==> src/rtl/booth_divider.sv <==
// Sequential signed divider: |Dvd| / |Dvs| by restoring division, one quotient
// bit per clock, then sign fix-up. Optional overflow/zero-divide handling: OVF_CHECK_EN.
module booth_divider #(
    parameter int DVS_W = 8,
    parameter int DVD_W = 15
) (
    input  logic             clk,
    input  logic             rst_n,
    input  logic             St,
    input  logic [DVD_W-1:0] Dvd,
    input  logic [DVS_W-1:0] Dvs,
    output logic             Ready,
    output logic [DVS_W-1:0] Quot,
    output logic [DVS_W-1:0] Rem,
    output logic             Ovf
);

    localparam int               CNT_W    = $clog2(DVD_W);
    localparam logic [CNT_W-1:0] LAST_CNT = CNT_W'(DVD_W - 1);

    typedef enum logic [1:0] {
        S_IDLE,
        S_CALC,
        S_FIX
    } state_t;

    state_t           r_state;
    state_t           w_state_next;

    logic [CNT_W-1:0] r_cnt;
    // Dividend magnitude shifts out of the top while quotient bits enter the bottom.
    logic [DVD_W-1:0] r_acc;
    logic [DVS_W-1:0] r_prem;
    logic [DVS_W-1:0] r_dvs;
    logic             r_sign_q;
    logic             r_sign_r;
    logic             r_ready;
    logic [DVS_W-1:0] r_quot;
    logic [DVS_W-1:0] r_rem;
    logic             r_ovf;

    logic             w_accept;
    logic             w_early_exit;
    logic [DVD_W-1:0] w_dvd_mag;
    logic [DVS_W-1:0] w_dvs_mag;
    logic [DVS_W:0]   w_shift;
    logic [DVS_W+1:0] w_diff;
    logic             w_q_bit;
    logic [DVS_W-1:0] w_prem_next;
    logic [DVS_W-1:0] w_fix_quot;
    logic [DVS_W-1:0] w_fix_rem;
    logic             w_fix_ovf;

`ifdef OVF_CHECK_EN
    logic             r_dz;
    logic             w_dvs_zero;
    logic             w_q_ovf;
    logic [DVS_W-1:0] w_sat;

    assign w_dvs_zero   = (Dvs == '0);
    assign w_early_exit = w_dvs_zero;
    // Negative results may reach 2^(DVS_W-1); positive ones stop one short.
    assign w_q_ovf = (|r_acc[DVD_W-1:DVS_W]) ||
                     (r_acc[DVS_W-1] && (!r_sign_q || (r_acc[DVS_W-2:0] != '0)));
    assign w_sat   = r_sign_q ? {1'b1, {(DVS_W-1){1'b0}}} : {1'b0, {(DVS_W-1){1'b1}}};
`else
    assign w_early_exit = 1'b0;
`endif

    assign w_accept  = (r_state == S_IDLE) && St;
    assign w_dvd_mag = Dvd[DVD_W-1] ? (DVD_W'(0) - Dvd) : Dvd;
    assign w_dvs_mag = Dvs[DVS_W-1] ? (DVS_W'(0) - Dvs) : Dvs;

    // Partial remainder stays below |Dvs|, so the shifted value needs one extra bit.
    assign w_shift     = {r_prem, r_acc[DVD_W-1]};
    assign w_diff      = {1'b0, w_shift} - {2'b00, r_dvs};
    assign w_q_bit     = ~w_diff[DVS_W+1];
    assign w_prem_next = w_q_bit ? w_diff[DVS_W-1:0] : w_shift[DVS_W-1:0];

    always_ff @(posedge clk or negedge rst_n) begin
        if (!rst_n) begin
            r_state <= S_IDLE;
        end else begin
            r_state <= w_state_next;
        end
    end

    always_comb begin
        w_state_next = r_state;
        w_fix_quot   = r_sign_q ? (DVS_W'(0) - r_acc[DVS_W-1:0]) : r_acc[DVS_W-1:0];
        w_fix_rem    = r_sign_r ? (DVS_W'(0) - r_prem) : r_prem;
        w_fix_ovf    = 1'b0;
        unique case (r_state)
            S_IDLE: begin
                if (St) begin
                    w_state_next = w_early_exit ? S_FIX : S_CALC;
                end
            end
            S_CALC: begin
                if (r_cnt == LAST_CNT) begin
                    w_state_next = S_FIX;
                end
            end
            S_FIX: begin
                w_state_next = S_IDLE;
            end
            default: begin
                w_state_next = S_IDLE;
            end
        endcase
`ifdef OVF_CHECK_EN
        if (r_dz) begin
            w_fix_quot = w_sat;
            w_fix_rem  = '0;
            w_fix_ovf  = 1'b1;
        end else if (w_q_ovf) begin
            w_fix_quot = w_sat;
            w_fix_ovf  = 1'b1;
        end
`endif
    end

    always_ff @(posedge clk or negedge rst_n) begin
        if (!rst_n) begin
            r_cnt    <= '0;
            r_acc    <= '0;
            r_prem   <= '0;
            r_dvs    <= '0;
            r_sign_q <= 1'b0;
            r_sign_r <= 1'b0;
            r_ready  <= 1'b1;
            r_quot   <= '0;
            r_rem    <= '0;
            r_ovf    <= 1'b0;
        end else begin
            unique case (r_state)
                S_IDLE: begin
                    if (w_accept) begin
                        r_cnt    <= '0;
                        r_acc    <= w_dvd_mag;
                        r_prem   <= '0;
                        r_dvs    <= w_dvs_mag;
                        r_sign_q <= Dvd[DVD_W-1] ^ Dvs[DVS_W-1];
                        r_sign_r <= Dvd[DVD_W-1];
                        r_ready  <= 1'b0;
                    end
                end
                S_CALC: begin
                    r_acc  <= {r_acc[DVD_W-2:0], w_q_bit};
                    r_prem <= w_prem_next;
                    r_cnt  <= r_cnt + 1'b1;
                end
                S_FIX: begin
                    r_quot  <= w_fix_quot;
                    r_rem   <= w_fix_rem;
                    r_ovf   <= w_fix_ovf;
                    r_ready <= 1'b1;
                end
                default: begin
                    r_ready <= 1'b1;
                end
            endcase
        end
    end

`ifdef OVF_CHECK_EN
    always_ff @(posedge clk or negedge rst_n) begin
        if (!rst_n) begin
            r_dz <= 1'b0;
        end else if (w_accept) begin
            r_dz <= w_dvs_zero;
        end
    end
`endif

    assign Ready = r_ready;
    assign Quot  = r_quot;
    assign Rem   = r_rem;
    assign Ovf   = r_ovf;

endmodule
==> config.mk <==
export PLATFORM = sky130hd
export DESIGN_NAME = booth_divider
export DESIGN_NICKNAME = d
export VERILOG_FILES = /design/src/rtl/booth_divider.sv
export SDC_FILE = /design/constraint.sdc
export NUM_CORES = 1
export LEC_CHECK = 0
export ABC_CLOCK_PERIOD_IN_PS = 5100
export CORE_MARGIN = 3
export CORE_UTILIZATION = 69
export CTS_CLUSTER_DIAMETER = 150
export DETAILED_ROUTE_END_ITERATION = 8
export DONT_BUFFER_PORTS = 1
export GPL_TIMING_DRIVEN = 0
export PLACE_DENSITY_LB_ADDON = 0.12
export SETUP_SLACK_MARGIN = 0.1
export SYNTH_ARGS = -nofsm -noshare
export SYNTH_HDL_FRONTEND = slang
export SYNTH_SLANG_ARGS = --single-unit
==> constraint.sdc <==
create_clock -name clk -period 5.1 [get_ports clk]
set_input_delay 0.765 -clock clk [delete_from_list [all_inputs] [get_ports clk]]
set_output_delay 0.765 -clock clk [all_outputs]
set_load 0.02 [all_outputs]
==> results of run 1 <==
synthesized netlist by cell type, drive strengths merged:
| master | n |
|---|---|
| nand2b | 10 |
| o221ai | 2 |
| nor4 | 1 |
| nand3 | 5 |
| xnor2 | 10 |
| buf | 4 |
| ha | 14 |
| or4 | 2 |
| o211ai | 2 |
| mux2i | 10 |
| o41ai | 2 |
| a22o | 2 |
| fa | 1 |
| a21oi | 5 |
| a21boi | 1 |
| and3 | 1 |
| a22oi | 9 |
| nor2b | 8 |
| dfstp | 1 |
| a32o | 1 |
| nor3 | 4 |
| nand2 | 55 |
| and2 | 1 |
| nor2 | 15 |
| nand4 | 1 |
| a2bb2oi | 1 |
| o31ai | 7 |
| a211oi | 4 |
| a21o | 1 |
| clkbuf | 15 |
| or3 | 8 |
| a221o | 1 |
| o21ai | 58 |
| o22ai | 3 |
| and2b | 1 |
| a221oi | 1 |
| inv | 19 |
| or2 | 4 |
| conb | 1 |
| o211a | 1 |
| dfrtp | 55 |
| xor2 | 24 |
| nor4b | 1 |
final cells by class:
class,count,share of cell area (%)
inverters,19,2.01
flip-flops and latches,56,39.6
clock inverters,1,0.212
plain buffers,19,2.23
well taps,65,2.30
clock buffers,7,2.44
multi-input cells,278,51.2
power breakdown:
part / leakage (uW) / internal (uW) / switching (uW)
registers: 0.000692 / 642 / 210
logic: 0.000829 / 514 / 638
clock network: 0.0000445 / 111 / 139
final timing paths:
path | from | to | slack (ns) | depth (start not counted)
worst max-delay path | r_prem[5] | r_prem[0] | 2.90 | 7
worst min-delay path | rst_n | r_acc[1] | 0.13 | 0
worst max register to register | r_prem[5] | r_prem[0] | 2.90 | 7
worst min register to register | r_cnt[3] | r_cnt[3] | 0.49 | 1
max in group asynchronous | rst_n | Ready | 4.79 | 0
min in group clk | r_cnt[3] | r_cnt[3] | 0.49 | 1
through the flow:
step           worst slack (ns)  hold slack (ns)  power [uW]  area (sq um)  instances
2_1_floorplan              2.97            0.449        1740          3370        372
3_3_place_gp               2.88            0.463        1940          3450        437
3_5_place_dp               2.81            0.471        2000          3450        437
4_1_cts                    2.90            0.128        2250          3540        445
5_1_grt                    2.71            0.114        2470          3540        445
6_report                   2.90            0.132        2250          3540        445
worst max-delay path, delay by kind of cell (launching register included):
kind / cells / cell delay [ns]
adder cells (fa/ha/maj): 1 / 0.41
multiplexers: 1 / 0.14
AO/OA/AOI/OAI: 4 / 0.89
buffers and inverters: 1 / 0.20
flip-flops: 1 / 0.45
logic make-up (layout without fill, tap and decap cells):
group | Yosys count | after routing
muxes | 10 | 10
AOI/OAI and AO/OA | 101 | 101
xor gates and xnor gates | 34 | 34
DFF | 56 | 56
buffers and inverters | 38 | 46
adders and majority gates | 15 | 15
other | 1 | 1
and+or+nand+nor | 117 | 117
registers in the layout (all words and copies together) (netlist names):
register / cells
r_acc: 15
r_dvs: 8
r_sign_q: 1
r_sign_r: 1
r_state: 2
Rem: 8
Ready: 1
Quot: 8
r_prem: 8
r_cnt: 4
metal layers:
layer / up-vias / global-route usage [%]
met2: 78 / 42.7
met4: 0 / 7.77
met3: 10 / 5.67
met1: 1252 / 32.8
li1: 1298 / -
met5: - / 0
==> results.md, run 1 <==
- CTS buffer count: 5
- ANT nets after route: 0
- Drt wl/cell: 15.1 microns
- Clock-pin slew on the worst setup and hold paths: roughly 0.10 ns
- Die extent in x: 75.8 microns
- Worst min path class: in2async
- Final Util: 78.1%
- Largest family of logic cells by synthesized area: compound AO/OA/AOI/OAI gates
- Max cap viols: 0
- Die Area: between 5000 and 6000 sq um
- Max_slew headroom: 63.4%
- Setup violations, final: 0
- Grt total ovfl: 0
- Synth Cell Area: 3370 sq um
- FF+latch area: 1400 sq um
- Initial antenna violation count: 0
- Max layer used: met4
- Routed wl met2: ~3200 microns
- Endpoint arrival time on the critical path: about 2.4 ns
- NumNets Final: 420
- I/O pins: 44
- Fmax: 0.454 GHz
- Sequential fraction of the synthesis area: 41.7%
- IO buf count: 0
- Cell Chain, Critical Path: ha_1 > a21oi_1 > o221ai_1 > a21o_1 > buf_2 > mux2i_1 > a22o_1
- Mux cell area share after synthesis: roughly 3.0%
- CP required: approximately 5.3 ns
- Slowest stage delay, CP: between 0.4 and 0.5 ns
- DR vias: around 2,600
- Synth Area in XOR/XNOR: under 10%
- CTS tree: yes
- Critical-path cell with the highest stage delay: dfrtp_1
- Multi-input logic area: 1810 sq um
- Synth warnings: 0
- WL met3: 374 microns
- Diode count: 0
- Final-report hold violation count: 0
- Placer Congestion: between 0.8 and 0.9
- Worst slew pin tran: around 0.54 ns
- Number of global-route vias before repair: between 2,000 and 2,500
- Synth Instances: approximately 370
- DRT Pass-1 Iters: 4
- Period utilization: between 40% and 50%
- Starting Density: 74.2%
- Tmin final: between 2 and 2.5 ns
- # clock sinks: 56
- Area leader, netlist: dfrtp_1
- Root Driver: clkbuf_8
- Synth top area cells: dfrtp_1 (41%), o21ai_0 (8.2%), xor2_1 (6.2%), nand2_1 (6.1%), ha_1 (5.2%)
- Worst skew pair latency: 0.31 ns
- Leakage power total: 0.00157 uW
- Layout fillers: between 300 and 400
- Vias/cell: 5.93
- Cts repair resizes: 0
- Crit Path Max Fanout: 10
- FF+latch count, synth: 56
- Compound-Gate Fraction of Synth Area: between 10% and 20%
- Most frequent cells in the layout: dfrtp_1 (55), nand2_1 (55), o21ai_0 (55), xor2_1 (24), inv_1 (19)
- Area share of the largest cell type after synthesis: 40.9%
- Critical path class: reg2reg
- Layout cells sized above 1: under 10%
- Core Region: around 4500 sq um
- Synth cell types: 48
- Simple-gate share of the synthesized area: 16.7%
- Die Y: 75.8 microns
- Syn Area/Cell: 9.05 sq um
- Global-route wire length before repair: between 10,000 and 15,000 microns
- Pin count of the biggest net entering global routing: 57
- Site Rows: 24
- Cts hold-fix bufs: 0
- Max IR drop VDD: 0.363 mV
- Total Wirelength: ~6700 microns
- RSZ-0062 raised after global routing: no
- CTS H-Tree Depth: 2
- Area grow syn2layout: 5.20%
- Setup TNS: 0 ns
- Drt first-iter violations: a little over 200
- Syn Nets: around 410
- Clock Skew: 0.00718 ns
- Startpoint Class: register
- Wl on met1: 3020 microns
- Critical Path Sink Type: register
- Detail Placement HPWL: 5100 microns
- GRT Overall Usage: around 25%
- Max-slew violation count: 0
- Synth Area in Adders: 5.80%
- Power per standard cell area: 637 nW/um^2
- Status: finished, final reports clean
- Post-CTS setup buffer count: 0
- Worst-case clock buffer depth: 2
- # DRC: 0
Power figures use the tool's default switching activity.
==> inputs of run 2 (changes only) <==
--- a/config.mk
+++ b/config.mk
@@ -5,9 +5,10 @@
 export SDC_FILE = /design/constraint.sdc
 export NUM_CORES = 1
 export LEC_CHECK = 0
-export ABC_CLOCK_PERIOD_IN_PS = 5100
+export ABC_AREA = 1
+export ABC_CLOCK_PERIOD_IN_PS = 2000
 export CORE_MARGIN = 3
-export CORE_UTILIZATION = 69
+export CORE_UTILIZATION = 58
 export CTS_CLUSTER_DIAMETER = 150
 export DETAILED_ROUTE_END_ITERATION = 8
 export DONT_BUFFER_PORTS = 1
==> constraint.sdc (replaced) <==
create_clock -name clk -period 2 [get_ports clk]
set_input_delay 0.3 -clock clk [delete_from_list [all_inputs] [get_ports clk]]
set_output_delay 0.3 -clock clk [all_outputs]
set_load 0.02 [all_outputs]
==> results.md, run 2 <==
- Crit Path Max Fanout: 10
- Worst min path class: in2reg
- Total Wirelength: between 7000 and 8000 microns
- CTS buffer count: 5
- Power per standard cell area: approximately 1600 nW/um^2
- Vias/cell: 5.57
- Site Rows: 27
- NumNets Final: 510
- Grt total ovfl: 0
- Critical Path Sink Type: register
- Reg power frac: 36.2%
- Tmin final: 1.79 ns
- Clock share of power: around a tenth
- Die extent in x: between 80 and 90 microns
- Drt first-iter violations: 150
- Total power: approximately 6200 uW
- Max cap viols: 0
- Area leader, netlist: dfrtp_1
- Critical path class: reg2reg
- Final worst setup slack: 0.215 ns
- Async SR Flop Fraction: between 90% and 100%
- Most frequent cell after synthesis: nand2_1
- Clock Skew: 0.0128 ns
- Final Util: 67.0%
- Status: finished, final reports clean
- Reg with most FFs: r_acc
- Final-report hold violation count: 0
- Placer Congestion: 0.866
- DRT Pass-1 Iters: 5
- FF+latch count, synth: 56
- I/O pins: 44
- IO buf count: 0
- Pre-CTS setup slack: 0.180 ns
- Layout fillers: between 400 and 500
- Initial antenna violation count: 0
- Die Area: 7010 sq um
- Logic gate share of total power: 53.4%
- Power Internal: 3260 uW
- Synth top area cells: dfrtp_1 (39%), nand2_1 (12%), inv_1 (6.4%), nand3_1 (5.6%), o21ai_0 (5.3%)
- Layout cells sized above 1: between 10% and 20%
- Clock-pin slew on the worst setup and hold paths: 0.11 ns
- Starting Density: 61.8%
- Psw: ~3000 uW
- Synth Cell Area: between 3000 and 4000 sq um
- CTS tree: yes
- Diode count: 0
- Synth cell types: 34
- CTS H-Tree Depth: 2
- Detail Placement HPWL: 5870 microns
- Max-slew violation count: 0
- Max IR drop VDD: 0.909 mV
- Worst skew pair latency: 0.32 ns
- Number of global-route vias before repair: 2,911
- Prevailing post-synth register cell: dfrtp_1
- ANT nets after route: 0
- # DRC: 0
- Endpoint arrival time on the critical path: 2.00 ns
- Synth Instances: 459
- Switching Fraction: a little under half
- EDFF count, synth: 0
- CP required: 2.22 ns
- Setup violations, final: 0
- Fmax: between 0.5 and 0.6 GHz
- Area after DPL: 3600 sq um
- # clock sinks: 56
- Sequential fraction of the synthesis area: 40.0%
- Syn Area/Cell: 7.64 sq um
- Root Driver: clkbuf_8
- Post-route cell area: approximately 3800 sq um
- Pin count of the biggest net entering global routing: 57
- Leakage power total: 0.00187 uW
- Period utilization: 89.3%
- Setup TNS: 0 ns
- Area grow syn2layout: 8.39%
- GRT Overall Usage: 22.3%
- RSZ-0062 raised after global routing: no
- Synth cell count leaders: nand2_1 (109), inv_1 (60), dfrtp_1 (55), nand3_1 (39), o21ai_0 (37)
- DR vias: 3,018
- Startpoint Class: register
- Max FFs per register: 15
- Drt wl/cell: roughly 14 microns
- Worst-case clock buffer depth: 2
- Die Y: roughly 84 microns
- Synth warnings: 0
- Syn Nets: 500
- Most frequent cells in the layout: nand2_1 (109), inv_1 (60), dfrtp_1 (53), nand3_1 (39), o21ai_0 (37)
- Area share of the largest cell type after synthesis: 39.3%
- Most common cell after layout, fill and taps aside: nand2_1
- Global-route wire length before repair: 12,900 microns
- Core Region: 5680 sq um
run 2: power by group through the flow:
stage	Combinational [uW]	Clock [uW]	Sequential, uW
CTS	3130	663	2220
global route	3780	709	2320
global placement	2990	0	2230
finish	3320	647	2250
detailed placement	3090	0	2240
floorplan	2550	0	2110
run 2: worst max-delay path, stage by stage (launching register included):
cell and delay [ns]:
dfrtp_1 0.44, ha_2 0.39, nand2_2 0.10, nor2_4 0.15, nand3_4 0.12, nand3_4 0.12
buf_6 0.14, nand3_1 0.07, nand3_1 0.07, nand2_1 0.05
run 2: final timing paths:
path,start,end,slack (ns),depth (start not counted)
min,Dvs[5],r_dvs[5],0.14,2
max in group asynchronous,rst_n,Ready,1.23,2
min in group asynchronous,rst_n,r_prem[7],0.47,2
min reg2reg,r_dvs[2],r_dvs[2],0.50,2
max,r_prem[4],r_prem[5],0.21,9
max reg2reg,r_prem[4],r_prem[5],0.21,9
run 2: final cells by class:
type	count	area (sq um)	area share [%]
inverter	65	244	6.42
tap	72	90.1	2.37
clock inverter	3	22.5	0.593
timing repair buffer	3	45.0	1.19
buffer	11	63.8	1.68
multi-input combinational	327	1860	49.0
sequential	56	1410	37.0
clock buffer	5	68.8	1.81
run 2: routing by layer:
layer	up-vias	track usage (%)	part of all wire, %
li1	1515	-	-
met1	1439	28.6	46
met2	54	38.0	48
met3	10	5.03	4.3
met4	0	5.99	1.4
met5	-	0	0
run 2: what timing repair did:
action                                  CTS  global route
setup buffers                             0             1
hold buffers                              2             0
endpoints found under the setup margin    0             9
gates resized for setup                   0             9
hold endpoints to repair                 56             0
run 2: stage by stage:
stage               instances  hold slack, ns
global placement          531         0.00596
finish                    542           0.139
floorplan                 459         0.00441
detailed placement        531         0.00565
global route              542           0.142
CTS                       541           0.124
run 2: cell families (layout without fill, tap and decap cells):
group,Yosys count,after routing,synth area share (%)
flops,56,56,40.0
fa+ha+maj,15,15,5.57
buf+inv,76,87,8.78
other cells,1,1,0.107
xor+xnor,22,22,5.50
compound gates,82,82,13.5
simple gates,207,207,26.6
==> inputs of run 3 (changes only) <==
--- a/config.mk
+++ b/config.mk
@@ -8,13 +8,14 @@
 export ABC_AREA = 1
 export ABC_CLOCK_PERIOD_IN_PS = 2000
 export CORE_MARGIN = 3
-export CORE_UTILIZATION = 58
+export CORE_UTILIZATION = 29
 export CTS_CLUSTER_DIAMETER = 150
 export DETAILED_ROUTE_END_ITERATION = 8
 export DONT_BUFFER_PORTS = 1
 export GPL_TIMING_DRIVEN = 0
-export PLACE_DENSITY_LB_ADDON = 0.12
+export PLACE_DENSITY_LB_ADDON = 0.2
 export SETUP_SLACK_MARGIN = 0.1
+export SKIP_CTS_REPAIR_TIMING = 1
 export SYNTH_ARGS = -nofsm -noshare
 export SYNTH_HDL_FRONTEND = slang
 export SYNTH_SLANG_ARGS = --single-unit
==> results.md, run 3 (same netlist as run 2, synthesis figures left out) <==
- Status: finished, final reports clean
- Max IR drop VDD: 0.446 mV
- Clock-pin slew on the worst setup and hold paths: approximately 0.070 ns
- DRT Pass-1 Iters: 4
- Reg2Reg Setup Slack: 0.22 ns
- Wl on met1: 4260 microns
- Diode count: 0
- Starting Density: about 30%
- Pin count of the biggest net entering global routing: 57
- CP required: 2.18 ns
- Worst-case clock buffer depth: 2
- Global-route wire length before repair: 13,700 microns
- Post-route cell area: 3980 sq um
- Drt wl/cell: between 10 and 15 microns
- Site Rows: 39
- Period utilization: 88.9%
- Max layer used: met4
- Crit Path Max Fanout: 10
- RSZ-0062 raised after global routing: no
- Max cap viols: 0
- Worst R2R End: r_prem[6]
- Most common cell after layout, fill and taps aside: nand2_1
- Max-slew violation count: 0
- Reg2Reg Depth: 11
- Root Driver: clkbuf_16
- Initial antenna violation count: 0
- Tmin final: between 1.5 and 2 ns
- Reg2Reg Launch Point: r_prem[3]
- Final-report hold violation count: 0
- Reg with most FFs: r_acc
- Die Y: 116 microns
- Die Area: 13,400 sq um
- # clock sinks: 56
- IO buf count: 0
- Grt total ovfl: 0
- Routed wl met2: 3840 microns
- Setup violations, final: 0
- Power per standard cell area: between 1500 and 2000 nW/um^2
- Worst min path class: in2reg
- # DRC: 0
- Setup TNS: 0 ns
- Slowest stage delay, CP: 0.46 ns
- Critical path class: reg2reg
- Max FFs per register: 15
- Leakage power total: between 0.0015 and 0.002 uW
- CTS tree: yes
- Detail Placement HPWL: 6630 microns
- Worst Hold Path Cells: 2
- I/O pins: 44
- GRT Overall Usage: between 10% and 20%
- Hold EP: r_dvs[5]
- Most frequent cells in the layout: nand2_1 (109), inv_1 (60), dfrtp_1 (53), nand3_1 (39), o21ai_0 (37)
- Fmax: between 0.5 and 0.6 GHz
- Crit-path most repeated cell: nand2_1
- CTS buffer count: 5
- Pre-CTS setup slack: 0.137 ns
- Final worst setup slack: 0.221 ns
- Hold Startpoint: Dvs[5]
- Worst skew pair latency: around 0.29 ns
- Endpoint arrival time on the critical path: around 2 ns
- Cell Chain, Critical Path: ha_4 > nand2_2 > inv_2 > nand2_1 > nand2_1 > nand2_2 > nand3_4 > buf_6 > nand3_1 > nand3_1 > nand2_1
- Core Region: 11,600 sq um
- CTS H-Tree Depth: 2
- DR vias: 2,939
- Drt first-iter violations: 155
- Critical-path cell with the highest stage delay: dfrtp_1
- NumNets Final: between 500 and 600
- Area after DPL: 3680 sq um
- Layout fillers: approximately 1,300
- ANT nets after route: 0
- Placer Congestion: 0.839
- Critical Path Sink Type: register
- Startpoint Class: register
- Tightest hold margin: 0.175 ns
- Clock Skew: about 0.0056 ns
- Number of global-route vias before repair: between 2,000 and 3,000
- Area grow syn2layout: 13.6%
- Total Wirelength: 8470 microns
- Die extent in x: ~120 microns
- Layout cells sized above 1: 10.6%
- WL met3: 319 microns
- Vias/cell: 4.79
- Final Util: 34.3%
## run 3: per-stage QoR
step	total power, uW	cells
2_1_floorplan	4660	459
3_3_place_gp	5330	602
3_5_place_dp	5390	602
4_1_cts	6410	610
5_1_grt	7320	614
6_report	6620	614
## run 3: area by class of cell
type                    instances  area, sq um  share of cell area, %
repair buffers                  4         52.6                   1.32
inverters                      65          244                   6.13
plain buffers                  11         63.8                   1.60
clock buffers                   6          129                   3.24
flip-flops and latches         56         1410                   35.3
clock inverters                 2         38.8                  0.974
well taps                     143          179                   4.49
multi-input cells             327         1870                   47.0
## run 3: power by group
group	total, uW	switching, uW	internal (uW)
Combinational	3350	1950	1410
Sequential	2270	629	1640
Clock	994	398	597
Total	6620	2970	3650
## run 3: critical path: cells and delay by family, from the launching register on
family,cells,cell delay [ns]
adders and majority gates,1,0.33
buffers and inverters,2,0.19
DFF,1,0.46
and+or+nand+nor,8,0.70
## run 3: layer usage
metal / track usage [%] / vias to the layer above
li1: - / 1519
met2: 19.5 / 49
met4: 2.32 / 0
met1: 18.6 / 1367
met5: 0 / -
met3: 2.09 / 4
## run 3: worst max-delay path by stage
| stage | slack [ns] | end | from |
|---|---|---|---|
| floorplan | 0.35 | r_prem[2] | r_prem[2] |
| global placement | 0.14 | r_prem[6] | r_prem[1] |
| detailed placement | 0.14 | r_prem[6] | r_prem[1] |
| CTS | 0.12 | r_prem[6] | r_prem[1] |
| global route | 0.09 | r_prem[6] | r_prem[3] |
| finish | 0.22 | r_prem[6] | r_prem[3] |
